<file path="config.mk">
export PLATFORM = sky130hd
export DESIGN_NAME = alu_seq
export DESIGN_NICKNAME = d
export VERILOG_FILES = /design/src/rtl/alu_pkg.sv /design/src/rtl/alu_mul_seq.sv /design/src/rtl/alu_seq.sv
export SDC_FILE = /design/constraint.sdc
export NUM_CORES = 1
export LEC_CHECK = 0
export ABC_CLOCK_PERIOD_IN_PS = 4200
export CAP_MARGIN = 20
export CORE_UTILIZATION = 50
export DETAILED_ROUTE_END_ITERATION = 10
export PLACE_DENSITY = 0.77
export SLEW_MARGIN = 0
export SYNTH_ARGS = -nofsm -noshare
export SYNTH_HDL_FRONTEND = slang
export SYNTH_SLANG_ARGS = --single-unit
</file>
<file path="constraint.sdc">
create_clock -name clk -period 4.2 [get_ports clk]
set_clock_uncertainty 0.2 [all_clocks]
set_input_delay 0.42 -clock clk [delete_from_list [all_inputs] [get_ports clk]]
set_output_delay 0.42 -clock clk [all_outputs]
set_load 0.03 [all_outputs]
</file>
<file path="src/rtl/alu_pkg.sv">
// Shared types and constants for the sequential ALU.
package alu_pkg;

  typedef enum logic [3:0] {
    CMD_AND  = 4'd0,
    CMD_OR   = 4'd1,
    CMD_XOR  = 4'd2,
    CMD_NOT  = 4'd3,
    CMD_ADD  = 4'd4,
    CMD_ADDS = 4'd5,
    CMD_SUB  = 4'd6,
    CMD_MUL  = 4'd7,
    CMD_CMPU = 4'd8,
    CMD_CMPS = 4'd9,
    CMD_SHL  = 4'd10,
    CMD_SHR  = 4'd11
  } alu_cmd_e;

  typedef enum logic {
    IDLE = 1'b0,
    MUL  = 1'b1
  } alu_state_e;

  localparam int unsigned CMD_LAST_LEGAL = 11;

endpackage

</file>
<file path="src/rtl/alu_mul_seq.sv">
// Shift-add unsigned multiplier: one partial product per cycle, SIZE cycles.
// done/product are combinational on the final iteration so the caller can
// capture the full product on the same edge as the last accumulate.
module alu_mul_seq #(
  parameter int unsigned SIZE = 8
) (
  input  logic              clk,
  input  logic              reset_n,
  input  logic              start,
  input  logic [SIZE-1:0]   a,
  input  logic [SIZE-1:0]   b,
  output logic              done,
  output logic [2*SIZE-1:0] product
);

  localparam int unsigned CW = (SIZE > 1) ? $clog2(SIZE) : 1;
  localparam logic [CW-1:0] LAST = CW'(SIZE - 1);

  logic              running;
  logic [CW-1:0]     cnt;
  logic [2*SIZE-1:0] a_q;
  logic [SIZE-1:0]   b_q;
  logic [2*SIZE-1:0] acc;
  logic [2*SIZE-1:0] addend;
  logic [2*SIZE-1:0] next_acc;

  // Next partial product and completion of the last iteration
  always_comb begin
    addend   = b_q[cnt] ? (a_q << cnt) : '0;
    next_acc = acc + addend;
    done     = running && (cnt == LAST);
    product  = next_acc;
  end

  // Operand latch, iteration counter and accumulator
  always_ff @(posedge clk or negedge reset_n) begin
    if (!reset_n) begin
      running <= 1'b0;
      cnt     <= '0;
      a_q     <= '0;
      b_q     <= '0;
      acc     <= '0;
    end else if (start) begin
      running <= 1'b1;
      cnt     <= '0;
      a_q     <= {{SIZE{1'b0}}, a};
      b_q     <= b;
      acc     <= '0;
    end else if (running) begin
      acc <= next_acc;
      cnt <= cnt + 1'b1;
      if (cnt == LAST) begin
        running <= 1'b0;
      end
    end
  end

endmodule

</file>
<file path="src/rtl/alu_seq.sv">
// Handshaked sequential ALU: single-cycle ops plus a multi-cycle multiply,
// result held in an output register until the consumer takes it.
module alu_seq
  import alu_pkg::*;
#(
  parameter int unsigned SIZE = 8
) (
  input  logic              clk,
  input  logic              reset_n,
  input  logic              in_valid,
  output logic              in_ready,
  input  logic [3:0]        command,
  input  logic [SIZE-1:0]   a,
  input  logic [SIZE-1:0]   b,
  output logic              out_valid,
  input  logic              out_ready,
  output logic [2*SIZE-1:0] result,
  output logic              overflow,
  output logic              illegal,
  output logic              busy
);

  localparam int unsigned RW = 2 * SIZE;

  alu_state_e      state;
  logic            in_fire;
  logic            out_fire;
  logic            mul_start;
  logic            mul_done;
  logic [RW-1:0]   mul_product;
  logic [RW-1:0]   op_result;
  logic            op_overflow;
  logic            op_illegal;
  logic [SIZE:0]   sum_u;
  logic [SIZE:0]   sum_s;

  assign in_ready  = (state == IDLE) && (!out_valid || out_ready);
  assign in_fire   = in_valid && in_ready;
  assign out_fire  = out_valid && out_ready;
  assign mul_start = in_fire && (command == CMD_MUL);

  alu_mul_seq #(.SIZE(SIZE)) u_mul (
    .clk     (clk),
    .reset_n (reset_n),
    .start   (mul_start),
    .a       (a),
    .b       (b),
    .done    (mul_done),
    .product (mul_product)
  );

  // Single-cycle operation results
  always_comb begin
    op_result   = '0;
    op_overflow = 1'b0;
    op_illegal  = 1'b0;
    sum_u       = {1'b0, a} + {1'b0, b};
    sum_s       = {a[SIZE-1], a} + {b[SIZE-1], b};
    case (command)
      CMD_AND:  op_result = {{SIZE{1'b0}}, a & b};
      CMD_OR:   op_result = {{SIZE{1'b0}}, a | b};
      CMD_XOR:  op_result = {{SIZE{1'b0}}, a ^ b};
      CMD_NOT:  op_result = {{SIZE{1'b0}}, ~a};
      CMD_ADD: begin
        op_result   = {{(SIZE-1){1'b0}}, sum_u};
        op_overflow = sum_u[SIZE];
      end
      CMD_ADDS: begin
        op_result   = {{(SIZE-1){sum_s[SIZE]}}, sum_s};
        op_overflow = (a[SIZE-1] == b[SIZE-1]) && (sum_s[SIZE-1] != a[SIZE-1]);
      end
      CMD_SUB: begin
        op_result   = {{SIZE{1'b0}}, a - b};
        op_overflow = (a < b);
      end
      CMD_MUL:  op_result = '0;
      CMD_CMPU: op_result[2:0] = {a > b, a == b, a < b};
      CMD_CMPS: op_result[2:0] = {$signed(a) > $signed(b), a == b,
                                  $signed(a) < $signed(b)};
      // Out-of-range shift amounts fall out of the widened operand as zero
      CMD_SHL:  op_result = {{SIZE{1'b0}}, a} << b;
      CMD_SHR:  op_result = {{SIZE{1'b0}}, a >> b};
      default:  op_illegal = (command > 4'(CMD_LAST_LEGAL));
    endcase
  end

  // Control FSM and output register
  always_ff @(posedge clk or negedge reset_n) begin
    if (!reset_n) begin
      state     <= IDLE;
      out_valid <= 1'b0;
      result    <= '0;
      overflow  <= 1'b0;
      illegal   <= 1'b0;
      busy      <= 1'b0;
    end else begin
      case (state)
        IDLE: begin
          if (in_fire) begin
            if (command == CMD_MUL) begin
              state     <= MUL;
              busy      <= 1'b1;
              out_valid <= 1'b0;
            end else begin
              result    <= op_result;
              overflow  <= op_overflow;
              illegal   <= op_illegal;
              out_valid <= 1'b1;
            end
          end else if (out_fire) begin
            out_valid <= 1'b0;
          end
        end
        MUL: begin
          if (mul_done) begin
            result    <= mul_product;
            overflow  <= |mul_product[RW-1:SIZE];
            illegal   <= 1'b0;
            out_valid <= 1'b1;
            busy      <= 1'b0;
            state     <= IDLE;
          end
        end
        default: state <= IDLE;
      endcase
    end
  end

endmodule

</file>
==> metrics.md <==
| Metric | Value |
|---|---|
| Status | `finished with violations` |
| Failing checks | `design-rule violations` |
| DRT antenna net count | `0` |
| Global-route wire length before repair | `27800 um` |
| Largest net degree at the start of global routing | `51` |
| Flops & latches, synth | `57` |
| Non-filler cells, final | `876` |
| Leakage | `2.72 nW` |
| Chip Width | `107 um` |
| # clock sinks | `57` |
| Routed WL | `17600 um` |
| Max_cap viols | `0` |
| Area contributors post-synth | `dfrtp_1 (26%), ha_1 (9.2%), mux2i_1 (6.8%)` |
| Worst stage delay on the critical path | `0.52 ns` |
| Post-CTS setup buffer count | `0` |
| Post-DR wirelength/cell | `20.1 um` |
| R2R setup slack | `0.13 ns` |
| Root buf cell | `clkbuf_8` |
| Synth Flop Type | `dfrtp_1` |
| Count leader, synth | `nor2_1` |
| Crit path time final | `4.07 ns` |
| CTS tree | `yes` |
| GR Overflow Total | `0` |
| I/O pin cnt | `45` |
| Commonest cells post-synth | `nor2_1 (91), dfrtp_1 (57), nand2_1 (57), a21oi_1 (56), ha_1 (41)` |
| Area growth syn-to-layout | `15.6%` |
| Synthesized area per cell | `8.07 um2` |
| Clk Latency, worst-skew pair | `roughly 0.36 ns` |
| DRT Pass-1 Iters | `8` |
| Drt drc | `2` |
| Initial Utilization | `0.512` |
| CP Capture Type | `flop` |
| Number of global-route vias before repair | `5118` |
| DR vias | `5595` |
| Gate Count Post-Synth | `688` |
| Setup crit start kind | `flop` |
| EDFF count, synth | `0` |
| Total GRT Usage | `0.317` |
| Power density cells | `between 600 and 700 nW/um2` |
| Die Span Y | `107 um` |
| RD Place Congestion | `1.03` |
| Ys Warns | `0` |
| Tightest Pin Transition | `0.919 ns` |
| Final Cycle Share | `0.970` |
| Max rail drop VDD | `roughly 0.43 mV` |
| Std-Cell Core Area | `10800 um2` |
| HPWL after DPL | `13600 um` |
| Cts bufs inserted | `9` |
| Max_slew headroom | `0.382` |
| Dpl cells | `859` |
| Slew Viols, Final | `0` |
| Dominant cell type by area after synthesis | `dfrtp_1` |
| CTS max path bufs | `2` |
| Slowest cell on crit path | `mux4_2` |
| Synth Cell Area | `5550 um2` |
| Vias per std cell | `6.39` |
| Final hold viol count | `0` |
| HP Class | `input pin to async pin` |
| Asr flop ratio synth | `1.00` |
| Max Clock Freq | `0.245 GHz` |
| Sequential share of the synthesized area | `0.257` |
| Setup TNS | `0 ns` |
| Crit-path cells | `mux4_2 -> nand2_1 -> nor2_1 -> ha_1 -> fa_1 -> a21oi_1 -> o22ai_1 -> a211o_1 -> a31oi_1 -> nor3_1 -> or4_1 -> o41ai_2 -> o211ai_1` |
| Initial antenna violation count | `0` |
| Synth Net Count | `756` |
| FP Rows | `38` |
| Layout cells sized above 1 | `0.124` |
| Critical Path RT | `about 4.2 ns` |
| CTS H-Tree Depth | `3` |
| Die ar. | `11500 um2` |
| Kind of critical path | `flop to flop` |
| Final Power | `approximately 4 mW` |
| Post-synthesis cell type count | `67` |
| Final setup fails | `0` |
| # nets final | `roughly 800` |
| Share of the synthesized area in the top cell type | `0.257` |
| Critical Path AT | `4.09 ns` |
| Diodes inserted | `0` |
| Clock transition at path regs | `approximately 0.060 ns` |
| RSZ-0062 raised after global routing | `no` |
| # port buffers | `44` |
| Drt first-iter violations | `747` |
| Largest fanout on the critical path | `5` |
[worst paths after layout]
path,startpoint,to,cells after the start
worst max-delay path,u_mul.cnt[0],overflow,13
max in group asynchronous,reset_n,u_mul.cnt[1],3
min in group clk,illegal,illegal,2
worst min-delay path,reset_n,result[3],2
worst min register to register,illegal,illegal,2
worst max register to register,u_mul.cnt[0],overflow,13
[logic make-up after synthesis]
group | count (synthesis) | synth area share
xor gates and xnor gates | 17 | 0.0268
and+or+nand+nor | 238 | 0.195
muxes | 67 | 0.146
adders and majority gates | 44 | 0.103
AOI/OAI and AO/OA | 187 | 0.218
DFF | 57 | 0.257
buffers and inverters | 78 | 0.0543
[per-stage QoR]
step,hold slack (ns),setup slack [ns],utilization,cell area (um2)
6_report,0.237,0.126,0.592,6420
5_1_grt,0.261,0.0188,0.592,6420
4_1_cts,0.238,0.0996,0.592,6420
3_5_place_dp,0.0686,0.201,0.573,6210
3_3_place_gp,0.0586,0.365,0.573,6210
2_1_floorplan,-0.0756,0.174,-,5550
[what timing repair did]
item / 4_1_cts / 5_1_grt
resized for setup: 0 / 2
endpoints found under the setup margin: 0 / 2
hold buffers: 1 / 0
hold endpoints to repair: 7 / 0
[routing by layer]
metal	global-route usage	share of wire
met5	0	0
met4	0.124	0.031
met3	0.0521	0.076
met2	0.486	0.45
met1	0.444	0.44
[state kept, by name (all words and copies together) (netlist names)]
| signal | count |
|---|---|
| overflow | 1 |
| u_mul.running | 1 |
| illegal | 1 |
| u_mul.acc | 16 |
| u_mul.cnt | 3 |
| result | 16 |
| out_valid | 1 |
| busy | 1 |
| u_mul.b_q | 8 |
| u_mul.a_q | 8 |
| state | 1 |
[where the power goes]
group          switching, mW  internal [mW]  total [mW]
Sequential             0.204          0.810        1.01
Combinational           1.41          0.951        2.36
Clock                  0.242          0.288       0.529
Total                   1.85           2.05        3.90
[critical path, delay by kind of cell, from the launching register on]
family | cells | cell delay (ns)
multiplexers | 1 | 0.52
AO/OA/AOI/OAI | 6 | 1.34
AND/OR/NAND/NOR | 4 | 0.79
adder cells (fa/ha/maj) | 2 | 0.65
flip-flops | 1 | 0.42
[layout by cell type (no fill, tap or decap), types with 7 or more instances in the layout]
cell type	instances
a211oi_1	10
a21oi_1	56
a31oi_1	7
buf_4	26
clkbuf_8	10
clkdlybuf4s50_1	43
dfrtp_1	56
ha_1	41
inv_1	37
mux2_2	20
mux2i_1	38
mux4_2	9
nand2_1	57
nand3_1	20
nor2_1	91
nor3_1	23
o21ai_0	39
xnor2_1	13
[layout make-up]
cell class              count  area (um2)
multi-input cells         553        3830
clock inverters             5        55.1
flip-flops and latches     57        1430
clock buffers              11         141
fillers                   989        4420
inverters                  39         146
repair buffers             71         641
well taps                 140         175
Note: power is estimated with default switching activity, not from simulation.
